--- src/rtl/uart_rx_ctrl_if.sv ---
// Byte stream from the UART receive buffer to the system side (valid/ready).
interface uart_rx_ctrl_if #(
    parameter int DATA_WIDTH = 8
);
    logic [DATA_WIDTH-1:0] out_data;
    logic                  out_valid;
    logic                  out_ready;

    modport master (output out_data, output out_valid, input out_ready);
    modport slave  (input out_data, input out_valid, output out_ready);
endinterface

--- src/rtl/uart_rx_ctrl.sv ---
// UART receive control: frame-boundary configuration handshake, byte FIFO, error/overrun counters.
// Optional macro UART_RX_CTRL_FLUSH_EN: an accepted configuration change also empties the FIFO.
module uart_rx_ctrl #(
    parameter int         DATA_WIDTH   = 8,
    parameter int         FIFO_DEPTH   = 4,
    parameter int         CNT_WIDTH    = 8,
    parameter logic [5:0] DEF_PRESCALE = 6'd8
) (
    input  logic                            clk,
    input  logic                            rst,
    input  logic                            cfg_req,
    input  logic [5:0]                      cfg_prescale,
    input  logic                            cfg_par_en,
    input  logic                            cfg_par_typ,
    output logic                            cfg_ack,
    output logic                            cfg_err,
    output logic [5:0]                      PRESCALE,
    output logic                            PAR_EN,
    output logic                            PAR_TYP,
    output logic                            rx_enable,
    input  logic                            rx_busy,
    input  logic [DATA_WIDTH-1:0]           rx_data,
    input  logic                            rx_frame_done,
    input  logic                            rx_par_err,
    input  logic                            rx_stp_err,
    uart_rx_ctrl_if.master                  stream,
    output logic [$clog2(FIFO_DEPTH):0]     fifo_level,
    output logic [CNT_WIDTH-1:0]            err_cnt,
    output logic [CNT_WIDTH-1:0]            ovr_cnt,
    input  logic                            cnt_clr
);

    localparam int AW = $clog2(FIFO_DEPTH);
    localparam int LW = AW + 1;

    typedef enum logic [1:0] {RUN, WAIT_IDLE, APPLY, ACK} cfg_state_t;

    cfg_state_t state, state_nxt;
    logic       req_armed;
    logic       reject;
    logic       cfg_bad;
    logic       apply_ok;
    logic       flush;

    function automatic logic [CNT_WIDTH-1:0] sat_inc(input logic [CNT_WIDTH-1:0] cnt);
        return (&cnt) ? cnt : cnt + CNT_WIDTH'(1);
    endfunction

    assign cfg_bad  = (cfg_prescale < 6'd4);
    assign apply_ok = (state == APPLY) && !cfg_bad;

`ifdef UART_RX_CTRL_FLUSH_EN
    assign flush = apply_ok;
`else
    assign flush = 1'b0;
`endif

    always_ff @(posedge clk or negedge rst) begin
        if (!rst) begin
            state     <= RUN;
            req_armed <= 1'b1;
            reject    <= 1'b0;
            PRESCALE  <= DEF_PRESCALE;
            PAR_EN    <= 1'b0;
            PAR_TYP   <= 1'b0;
        end else begin
            state <= state_nxt;
            // A held request is consumed once; re-arm only after it is seen low.
            if (state == ACK)
                req_armed <= 1'b0;
            else if (!cfg_req)
                req_armed <= 1'b1;
            if (state == APPLY) begin
                reject <= cfg_bad;
                if (!cfg_bad) begin
                    PRESCALE <= cfg_prescale;
                    PAR_EN   <= cfg_par_en;
                    PAR_TYP  <= cfg_par_typ;
                end
            end
        end
    end

    always_comb begin
        state_nxt = state;
        rx_enable = 1'b0;
        cfg_ack   = 1'b0;
        cfg_err   = 1'b0;
        case (state)
            RUN: begin
                rx_enable = 1'b1;
                if (cfg_req && req_armed)
                    state_nxt = WAIT_IDLE;
            end
            WAIT_IDLE: begin
                if (!rx_busy)
                    state_nxt = APPLY;
            end
            APPLY: begin
                state_nxt = ACK;
            end
            ACK: begin
                cfg_ack   = 1'b1;
                cfg_err   = reject;
                state_nxt = RUN;
            end
            default: state_nxt = RUN;
        endcase
    end

    logic [DATA_WIDTH-1:0] mem [FIFO_DEPTH];
    logic [AW-1:0]         wr_ptr, rd_ptr, rd_ptr_nxt;
    logic [LW-1:0]         level, level_nxt;
    logic [DATA_WIDTH-1:0] head, head_nxt;
    logic                  head_vld;
    logic                  push_req, push_ok, pop, full, ovr_inc, err_inc;

    assign pop      = head_vld & stream.out_ready;
    assign full     = (level == LW'(FIFO_DEPTH));
    assign push_req = rx_frame_done & ~rx_par_err & ~rx_stp_err;
    assign push_ok  = push_req & (~full | pop) & ~flush;
    assign ovr_inc  = push_req & full & ~pop;
    assign err_inc  = rx_frame_done & (rx_par_err | rx_stp_err);

    always_comb begin
        level_nxt  = level;
        rd_ptr_nxt = rd_ptr;
        if (push_ok && !pop)
            level_nxt = level + LW'(1);
        else if (!push_ok && pop)
            level_nxt = level - LW'(1);
        if (pop)
            rd_ptr_nxt = rd_ptr + AW'(1);
        if (flush) begin
            level_nxt  = '0;
            rd_ptr_nxt = '0;
        end
    end

    // Head is registered: a push into an (effectively) empty FIFO bypasses memory.
    always_comb begin
        head_nxt = mem[rd_ptr_nxt];
        if (push_ok && (level == (pop ? LW'(1) : LW'(0))))
            head_nxt = rx_data;
    end

    always_ff @(posedge clk) begin
        if (push_ok)
            mem[wr_ptr] <= rx_data;
        head <= head_nxt;
    end

    always_ff @(posedge clk or negedge rst) begin
        if (!rst) begin
            wr_ptr   <= '0;
            rd_ptr   <= '0;
            level    <= '0;
            head_vld <= 1'b0;
        end else begin
            if (flush)
                wr_ptr <= '0;
            else if (push_ok)
                wr_ptr <= wr_ptr + AW'(1);
            rd_ptr   <= rd_ptr_nxt;
            level    <= level_nxt;
            head_vld <= (level_nxt != '0);
        end
    end

    assign stream.out_data  = head;
    assign stream.out_valid = head_vld;
    assign fifo_level       = level;

    always_ff @(posedge clk or negedge rst) begin
        if (!rst) begin
            err_cnt <= '0;
            ovr_cnt <= '0;
        end else if (cnt_clr) begin
            err_cnt <= '0;
            ovr_cnt <= '0;
        end else begin
            if (err_inc)
                err_cnt <= sat_inc(err_cnt);
            if (ovr_inc)
                ovr_cnt <= sat_inc(ovr_cnt);
        end
    end

endmodule

--- src/flat_wrapper.sv ---
// flat-port wrapper written by rule: the top's interface ports become plain ports
module uart_rx_ctrl_flat 
#(
    parameter int         DATA_WIDTH   = 8,
    parameter int         FIFO_DEPTH   = 4,
    parameter int         CNT_WIDTH    = 8,
    parameter logic [5:0] DEF_PRESCALE = 6'd8
)
  (clk, rst, cfg_req, cfg_prescale, cfg_par_en, cfg_par_typ, cfg_ack, cfg_err, PRESCALE, PAR_EN, PAR_TYP, rx_enable, rx_busy, rx_data, rx_frame_done, rx_par_err, rx_stp_err, fifo_level, err_cnt, ovr_cnt, cnt_clr, stream_out_data, stream_out_valid, stream_out_ready);
  uart_rx_ctrl_if #(.DATA_WIDTH(DATA_WIDTH)) stream_i ();
  input  logic clk;
  input  logic rst;
  input  logic cfg_req;
  input  logic [5:0] cfg_prescale;
  input  logic cfg_par_en;
  input  logic cfg_par_typ;
  output logic cfg_ack;
  output logic cfg_err;
  output logic [5:0] PRESCALE;
  output logic PAR_EN;
  output logic PAR_TYP;
  output logic rx_enable;
  input  logic rx_busy;
  input  logic [DATA_WIDTH-1:0] rx_data;
  input  logic rx_frame_done;
  input  logic rx_par_err;
  input  logic rx_stp_err;
  output logic [$clog2(FIFO_DEPTH):0] fifo_level;
  output logic [CNT_WIDTH-1:0] err_cnt;
  output logic [CNT_WIDTH-1:0] ovr_cnt;
  input  logic cnt_clr;
  output wire logic [$bits(stream_i.out_data)-1:0] stream_out_data;
  output wire logic [$bits(stream_i.out_valid)-1:0] stream_out_valid;
  input wire logic [$bits(stream_i.out_ready)-1:0] stream_out_ready;
  assign stream_out_data = stream_i.out_data;
  assign stream_out_valid = stream_i.out_valid;
  assign stream_i.out_ready = stream_out_ready;
  uart_rx_ctrl #(.DATA_WIDTH(DATA_WIDTH), .FIFO_DEPTH(FIFO_DEPTH), .CNT_WIDTH(CNT_WIDTH), .DEF_PRESCALE(DEF_PRESCALE)) u_core (.clk(clk), .rst(rst), .cfg_req(cfg_req), .cfg_prescale(cfg_prescale), .cfg_par_en(cfg_par_en), .cfg_par_typ(cfg_par_typ), .cfg_ack(cfg_ack), .cfg_err(cfg_err), .PRESCALE(PRESCALE), .PAR_EN(PAR_EN), .PAR_TYP(PAR_TYP), .rx_enable(rx_enable), .rx_busy(rx_busy), .rx_data(rx_data), .rx_frame_done(rx_frame_done), .rx_par_err(rx_par_err), .rx_stp_err(rx_stp_err), .stream(stream_i), .fifo_level(fifo_level), .err_cnt(err_cnt), .ovr_cnt(ovr_cnt), .cnt_clr(cnt_clr));
endmodule
--- config.mk ---
export PLATFORM = sky130hd
export DESIGN_NAME = uart_rx_ctrl_flat
export DESIGN_NICKNAME = d
export VERILOG_FILES = /design/src/rtl/uart_rx_ctrl_if.sv /design/src/rtl/uart_rx_ctrl.sv /design/src/flat_wrapper.sv
export SDC_FILE = /design/constraint.sdc
export NUM_CORES = 1
export LEC_CHECK = 0
export BUFFER_PORTS_ARGS = -buffer_cell sky130_fd_sc_hd__buf_2
export CELL_PAD_IN_SITES_DETAIL_PLACEMENT = 0
export CELL_PAD_IN_SITES_GLOBAL_PLACEMENT = 1
export CORE_MARGIN = 2
export CORE_UTILIZATION = 30
export DETAILED_ROUTE_END_ITERATION = 7
export GPL_ROUTABILITY_DRIVEN = 0
export PLACE_DENSITY = 0.67
export SLEW_MARGIN = 20
export SYNTH_ARGS = -nofsm -noshare
export SYNTH_HDL_FRONTEND = slang
export SYNTH_SLANG_ARGS = --single-unit
--- constraint.sdc ---
create_clock -name clk -period 3.9 [get_ports clk]
set_clock_uncertainty 0.2 [all_clocks]
set_input_delay 0.39 -clock clk [delete_from_list [all_inputs] [get_ports clk]]
set_output_delay 0.39 -clock clk [all_outputs]
set_load 0.05 [all_outputs]
==> results of run 1 <==
==> cells in the mapped netlist (2+ instances only) <==
master    count  area (um^2)
a211oi_1     18          135
clkbuf_1      5         18.8
or4_1         5         37.5
or3_1         5         31.3
a21oi_1      14         70.1
edfxtp_1     32          961
o31ai_1      13         97.6
xnor2_1       3         26.3
and2_1        7         43.8
buf_2         3         15.0
ha_1         13          163
a22oi_1       2         15.0
dfstp_2       2         52.6
dfxtp_1       8          160
nand2_1      30          113
mux2_1        4         45.0
o21a_1        3         22.5
o21ai_0       4         20.0
o21ai_1       4         20.0
nor3_1        2         10.0
nand3_1       8         40.0
nor2_1        8         30.0
and3_1       20          125
xor2_1        2         17.5
a21o_1        2         15.0
inv_1        10         37.5
dfrtp_1      34          851
mux2i_1       4         40.0
==> worst min-delay path by stage <==
stage,slack (ps),depth (start not counted),from,end
4_1_cts,50,2,cfg_prescale[1],u_core.PRESCALE[1]
6_report,70,2,cfg_prescale[1],u_core.PRESCALE[1]
3_5_place_dp,250,2,u_core.req_armed,u_core.req_armed
5_1_grt,60,2,cfg_prescale[0],u_core.PRESCALE[0]
2_1_floorplan,-110,0,rst,u_core.PAR_EN
3_3_place_gp,250,2,u_core.PRESCALE[3],u_core.PRESCALE[3]
==> area by class of cell <==
cell class,instances,area [um^2],area share [%]
well taps,143,179,4.27
multi-input cells,188,1320,31.5
inverters,11,41.3,0.986
clock inverters,5,36.3,0.866
flip-flops and latches,76,2020,48.3
repair buffers,65,335,8.00
clock buffers,11,254,6.06
==> where the power goes <==
part / leakage (nW) / switching [mW] / internal (mW)
Combinational: 0.830 / 0.858 / 0.361
Sequential: 0.813 / 0.104 / 1.02
Clock: 0.145 / 0.322 / 0.470
Total: 1.79 / 1.28 / 1.85
==> logic make-up after synthesis <==
family          share of synthesized area (%)
simple gates                             14.5
flops                                    59.0
compound gates                           14.9
buf+inv                                  2.62
fa+ha+maj                                4.74
mux                                      2.48
xor+xnor                                 1.75
==> what timing repair did <==
action	CTS	global route
hold buffers	2	0
endpoints found under the setup margin	0	0
endpoints found under the hold margin	20	0
==> metal layers <==
layer | vias up | global-route usage, % | part of all wire (%)
li1 | 1193 | - | -
met1 | 1182 | 15.7 | 46
met2 | 45 | 19.1 | 49
met3 | 7 | 3.39 | 4.0
met4 | 0 | 5.25 | 1.4
met5 | - | 0 | 0
==> stage by stage <==
stage          setup slack [ps]  util (%)  cell area (um^2)  total power [mW]  hold slack, ps
6_report                   1550      37.2              4190              3.13            68.9
4_1_cts                    1530      37.2              4190              3.18            54.9
2_1_floorplan              1480         -              3430              2.08            -106
3_3_place_gp               1550      34.4              3880              2.35             247
3_5_place_dp               1510      34.4              3880              2.37             255
5_1_grt                    1390      37.2              4190              3.34            58.7
==> state kept, by name, summed over array words and instances (netlist names) <==
register	count
u_core.PAR_EN	1
u_core.PAR_TYP	1
u_core.PRESCALE	6
u_core.err_cnt	8
u_core.fifo_level	3
u_core.mem	32
u_core.ovr_cnt	8
u_core.rd_ptr	2
u_core.reject	1
u_core.req_armed	1
u_core.state	2
u_core.stream.out_data	8
u_core.stream.out_valid	1
u_core.wr_ptr	2
==> impl_metrics.ini, run 1 <==
[pwr]
ir_worst_vdd_mv = 0.318
power_density_nw_per_um2 = 748
p_leak_nw = 1.79

[die]
die_w_um = 111
core_area_um2 = 11300
die_h_um = 111
die_area_um2 = 12300
io_pins = 64
initial_core_util_pct = 30.5
rows = 39

[worst_setup_path]
r2r_slack_ps = 1550
crit_cells = 5
critPathMaxStageDelay_ps = 460
cp.arrival_ps = 2140
crit_top_cell = and2_1
cp_max_fo = 8
worstPathCellList = inv_1 > ha_1 > and2_1 > a21oi_1 > and2_1
worstSetupStartpointType = flip-flop
cp.buffers_inverters = 1
crit-reg2reg-capture = u_core.mem[1][7]
rr_startpoint = u_core.fifo_level[1]
critical-path-top-delay-family = simple AND/OR/NAND/NOR gates
crit_required_ps = 3690
crit_path_end = u_core.mem[1][7]
path_class = flip-flop to flip-flop
cpMaxStageDelayCell = dfrtp_1
worst_setup_path_end_kind = flip-flop
reg2reg_depth = 5
startpoint = u_core.fifo_level[1]

[clock_tree]
cts_made_buffers = 9
cts_tree = yes
cts_resized = 0
clockBufferDepth = 2
postCtsSetupBuffers = 0
insertion_delay_ps = 330
cts_sinks = 76
cts.clk_slew.worst_paths_ps = 60
clockRootBuffer = clkbuf_16
h-tree-depth = 3

[worst_hold_path]
min_path_type = input pin to flip-flop

[yosys]
synth_top_flop_cell = dfrtp_1
syn-num-nets = 323
synth.yosys.seq_area_share_pct = 59.0
synth_warnings = 0
avgSynthCellArea_um2 = 12.0
async_reset_ff_share_pct = 47.4
netlist_area_um2 = 3430
synthesis.instances = 285
synth_seq_cells = 76
synth_enable_flop_cells = 32
synthDistinctLibCells = 48

[detailed_routing]
drtAntennaViolNets = 0
route.detailed.drc = 0
wl_per_cell_um = 14.5
drt-initial-drc-count = 93
routed_via_density = 4.86
drt_wl_total_mm = 7.23
dr.pass1.iters = 4
vias = 2427

[timing]
max_freq_ghz = 0.426
setup_viol = 0
setup_tns_ps = 0
period_minus_slack_ps = 2350
finalCritPeriodShare_pct = 60.2
hold_viol = 0
grt_setup_unrepaired = no
tightest_slew_ps = 912
slew_headroom_pct = 39.2
slew_violations = 0

[final_layout]
nets = 389
final_common_cell = buf_2
stdcell_count = 499
antennaDiodeCount = 0
fillCellCount = 1120
synthToLayoutAreaGrowth_pct = 22.0
drive_gt1_share_pct = 25.0
final_cell_mix = 63 x buf_2, 34 x dfrtp_1, 32 x edfxtp_1

[grt]
antenna_found_initial = 0
groute.usage.overall_pct = 12.1
grt_pass1_vias = 2316
grt.overflow.total = 0
grt_max_degree = 37
grt_pass1_wl_mm = 11.8

[run]
maxCapViolations = 0

[run_status]
status = finished clean

[place]
placedCellCount = 481
hpwlAfterDp_mm = 5.08
portBuffers = 63
Note: power is estimated with default switching activity, not from simulation.
==> run 2, diff against run 1 <==
PLACE_DENSITY = 0.69   (was 0.67)
clock period = 1.9 ns   (was 3.9 ns; I/O delays follow)
==> run 2 against run 1 <==
Compared with the run above:
- the run now ends with negative setup slack left
- clock-buffer cell count is 1 lower
- worst setup slack worse by 1600 ps
- design area increased by 14%
- via count is 7.8% higher
- critical path depth rose by 1
- sequential power is 100% higher
- hold slack got worse by 27 ps
- power increased by 120%
- first-iteration DRC count grew 22%
- flip-flop and latch count unchanged
- register-to-register slack lost 1600 ps
==> impl_metrics.ini, run 2 (synthesized netlist as in run 1, its figures left out) <==
[grt]
grt_pass1_vias = 2676
grt.overflow.total = 0
groute.usage.overall_pct = 12.9
antenna_found_initial = 0
grt_pass1_wl_mm = 12.7
grt_max_degree = 19

[worst_setup_path]
worst_setup_path_end_kind = flip-flop
crit_required_ps = 1900
worstSetupStartpointType = flip-flop
cp.arrival_ps = 2000
r2r_slack_ps = -100
cp_max_fo = 3
path_class = flip-flop to flip-flop

[worst_hold_path]
min_path_type = input pin to flip-flop

[pwr]
p_leak_nw = 2.06
power_density_nw_per_um2 = 1450
ir_worst_vdd_mv = 1.00

[run]
maxCapViolations = 0

[final_layout]
final_cell_mix = 63 x buf_2, 38 x buf_4, 32 x edfxtp_1
fillCellCount = 1070
drive_gt1_share_pct = 39.2
final_common_cell = buf_2
synthToLayoutAreaGrowth_pct = 39.7
seq_area_um2 = 2040
antennaDiodeCount = 0
regMostFlops = u_core.mem
multi_input_area_um2 = 1410
nets = 446
largest_reg_flops = 32

[detailed_routing]
drt-initial-drc-count = 113
routed_via_density = 4.71
drtAntennaViolNets = 0
vias = 2617
drt_wl_total_mm = 7.47
route.detailed.drc = 0
dr.pass1.iters = 4
wl_per_cell_um = 13.4

[die]
die_h_um = 111
io_pins = 64
rows = 39
die_w_um = 111
die_area_um2 = 12300
initial_core_util_pct = 30.5
core_area_um2 = 11300

[clock_tree]
h-tree-depth = 3
cts_sinks = 76
insertion_delay_ps = 340
clockRootBuffer = clkbuf_16
clockBufferDepth = 2
cts_made_buffers = 9
cts.clk_slew.worst_paths_ps = 60
cts_tree = yes

[timing]
hold_viol = 0
hold_ws_ps = 41.7
max_freq_ghz = 0.501
finalCritPeriodShare_pct = 105
setup_viol = 2
slew_violations = 0
tightest_slew_ps = 463
fin_ws_ps = -95.5
setup_tns_ps = -107
grt_setup_unrepaired = yes
slew_headroom_pct = 69.0
period_minus_slack_ps = 2000

[run_status]
status = finished with violations
failed_checks = negative setup slack

[place]
portBuffers = 63
hpwlAfterDp_mm = 5.20
run 2: changes by cell type in the layout (fill, tap and decap cells not counted), sizes merged:
cell and delta:
bufinv +1, clkbuf -1, clkinv -4, clkinvlp +1, inv +3, dlygate4sd3 +17
buf +40
run 2: metal layers:
layer,track usage [%],wire length (um),up-vias
li1,-,-,1308
met1,15.4,3320,1245
met2,22.0,3750,52
met3,3.61,247,12
met4,5.42,153,0
met5,0,0,-
run 2: final timing paths:
path	from	to	depth (start not counted)
setup / recovery	u_core.fifo_level[0]	u_core.stream.out_valid	6
hold / removal	cnt_clr	u_core.ovr_cnt[0]	2
setup reg to reg	u_core.fifo_level[0]	u_core.stream.out_valid	6
hold reg to reg	u_core.req_armed	u_core.req_armed	2
max in group asynchronous	rst	u_core.req_armed	3
min in group asynchronous	rst	u_core.ovr_cnt[6]	2
run 2: where the power goes:
part	switching, mW	internal, mW
clock network	0.682	1.03
logic	1.90	1.07
registers	0.193	2.09
run 2: through the flow:
| stage | setup WS, ps | total power, mW | utilization (%) | cell area, um^2 | cells |
|---|---|---|---|---|---|
| 6_report | -95.5 | 6.97 | 42.5 | 4790 | 556 |
| 5_1_grt | -170 | 7.42 | 42.5 | 4790 | 556 |
| 4_1_cts | -84.8 | 6.99 | 41.9 | 4720 | 552 |
| 3_5_place_dp | -81.9 | 5.20 | 37.4 | 4210 | 516 |
| 3_3_place_gp | -37.0 | 5.14 | 37.4 | 4210 | 516 |
| 2_1_floorplan | -200 | 4.36 | - | 3500 | 285 |
run 2: repair_timing:
item	in CTS	in global routing
pin swaps	0	5
setup endpoints to repair	5	9
endpoints found under the hold margin	84	0
resized for setup	2	10
setup buffers	1	4
hold buffers	19	0
run 2: cell type report:
class	count	area share, %
clock buffers	10	4.78
clock inverters	6	1.46
inverters	11	0.861
multi-input cells	188	29.5
repair buffers	122	17.1
flip-flops and latches	76	42.6
well taps	143	3.73
run 2: critical path, cell delays in order (launching register included):
cell and delay (ps):
dfrtp_2 420, inv_2 90, ha_4 160, a22oi_2 90
o221a_1 250, a21o_1 170, or4_1 490
==> run 3, diff against run 2 <==
CTS_BUF_LIST = sky130_fd_sc_hd__clkbuf_16   (was default)
==> run 3 against run 2 <==
Compared with the run above:
- flip-flop and latch count is the same
- power is essentially flat
- die area is the same
- via count is essentially flat
- register-to-register slack is essentially flat
- wire length is essentially flat
- global-route usage is the same
- maximum frequency is the same
- highest routed layer unchanged
- largest cell class unchanged
- cell count is the same
- the run still ends with negative setup slack left
- core utilization is the same
- combinational power is essentially flat
==> impl_metrics.ini, run 3 (synthesized netlist as in run 1, its figures left out) <==
[die]
core_area_um2 = 11300
die_area_um2 = 12300
die_w_um = 111
initial_core_util_pct = 30.5
io_pins = 64
die_h_um = 111
rows = 39

[clock_tree]
clockRootBuffer = clkbuf_16
h-tree-depth = 3
cts_sinks = 76
insertion_delay_ps = 340
cts_made_buffers = 9
cts_tree = yes
cts.clk_slew.worst_paths_ps = 60
clockBufferDepth = 2

[worst_setup_path]
critPathMaxStageDelay_ps = 490
reg2reg_depth = 6
cp.buffers_inverters = 1
path_class = flip-flop to flip-flop
r2r_slack_ps = -100
crit-reg2reg-capture = u_core.stream.out_valid
cp.arrival_ps = 2000
worst_setup_path_end_kind = flip-flop
worstSetupStartpointType = flip-flop
cp_max_fo = 3
crit_required_ps = 1900
critical-path-top-delay-family = compound AO/OA/AOI/OAI gates
rr_startpoint = u_core.fifo_level[0]
cpMaxStageDelayCell = or4_1
worstPathCellList = inv_2 > ha_4 > a22oi_2 > o221a_1 > a21o_1 > or4_1

[timing]
hold_viol = 0
grt_setup_unrepaired = yes
slew_violations = 0
tightest_slew_ps = 463
hold_ws_ps = 41.6
finalCritPeriodShare_pct = 105
fin_ws_ps = -95.5
slew_headroom_pct = 69.0
period_minus_slack_ps = 2000
max_freq_ghz = 0.501
setup_viol = 2

[grt]
grt_max_degree = 19
groute.usage.overall_pct = 12.9
grt_pass1_vias = 2676
antenna_found_initial = 0
grt_pass1_wl_mm = 12.7
grt.overflow.total = 0

[run_status]
status = finished with violations
failed_checks = negative setup slack

[detailed_routing]
vias = 2616
wl_per_cell_um = 13.4
drtAntennaViolNets = 0
dr.pass1.iters = 4
drt_wl_total_mm = 7.47
route.detailed.drc = 0
drt-initial-drc-count = 113
routed_via_density = 4.71

[worst_hold_path]
min_path_type = input pin to flip-flop
hold_end = u_core.ovr_cnt[0]
hp-start = cnt_clr
hold_depth = 2

[final_layout]
nets = 446
final_common_cell = buf_2
synthToLayoutAreaGrowth_pct = 39.7
largest_reg_flops = 32
fillCellCount = 1070
multi_input_area_um2 = 1410
utilization_pct = 42.5
antennaDiodeCount = 0
drive_gt1_share_pct = 39.2
final_cell_mix = 63 x buf_2, 38 x buf_4, 32 x edfxtp_1
regMostFlops = u_core.mem
seq_area_um2 = 2040

[run]
maxCapViolations = 0

[place]
hpwlAfterDp_mm = 5.20
portBuffers = 63

[pwr]
ir_worst_vdd_mv = 1.00
p_leak_nw = 2.06
power_density_nw_per_um2 = 1450
==> run 3: worst max path at each step <==
| stage | startpoint | cells past startpoint | endpoint |
|---|---|---|---|
| floorplan | u_core.fifo_level[1] | 6 | u_core.stream.out_valid |
| global placement | u_core.fifo_level[0] | 6 | u_core.stream.out_valid |
| detailed placement | u_core.fifo_level[0] | 6 | u_core.stream.out_valid |
| CTS | u_core.fifo_level[0] | 6 | u_core.stream.out_valid |
| global route | u_core.fifo_level[0] | 6 | u_core.stream.out_valid |
| finish | u_core.fifo_level[0] | 6 | u_core.stream.out_valid |
==> run 3: timing repair <==
item                                    CTS  global route
hold buffers                             19             0
resized for setup                         2            10
pin swaps                                 0             5
endpoints found under the setup margin    5             9
buffers inserted                          1             4
hold endpoints to repair                 84             0
==> run 3: cell type report <==
cell class                 count  area share, %
inverter                      11          0.861
tap                          143           3.73
multi-input combinational    188           29.5
timing repair buffer         122           17.1
clock inverter                 7           1.54
clock buffer                   9           4.70
sequential                    76           42.6
==> run 3: through the flow <==
step | std cells | power (mW) | setup slack [ps] | cell area, um^2 | setup TNS [ps]
after floorplan | 285 | 4.36 | -200 | 3500 | -478
after CTS | 552 | 6.99 | -84.8 | 4720 | -84.8
after detailed placement | 516 | 5.20 | -81.9 | 4210 | -291
final | 556 | 6.96 | -95.5 | 4790 | -107
after global placement | 516 | 5.14 | -37.0 | 4210 | -90.8
after global routing | 556 | 7.41 | -170 | 4790 | -422
==> run 3: power breakdown <==
| group | leakage (nW) | internal (mW) | switching (mW) |
|---|---|---|---|
| clock | 0.148 | 1.02 | 0.682 |
| sequential | 0.795 | 2.09 | 0.193 |
| combinational | 1.12 | 1.07 | 1.90 |
==> run 3: layer usage <==
metal	wire [um]	track usage (%)	vias to the layer above
met5	0	0	-
met4	153	5.42	0
met3	247	3.61	12
met2	3750	22.0	52
met1	3320	15.4	1244
li1	-	-	1308
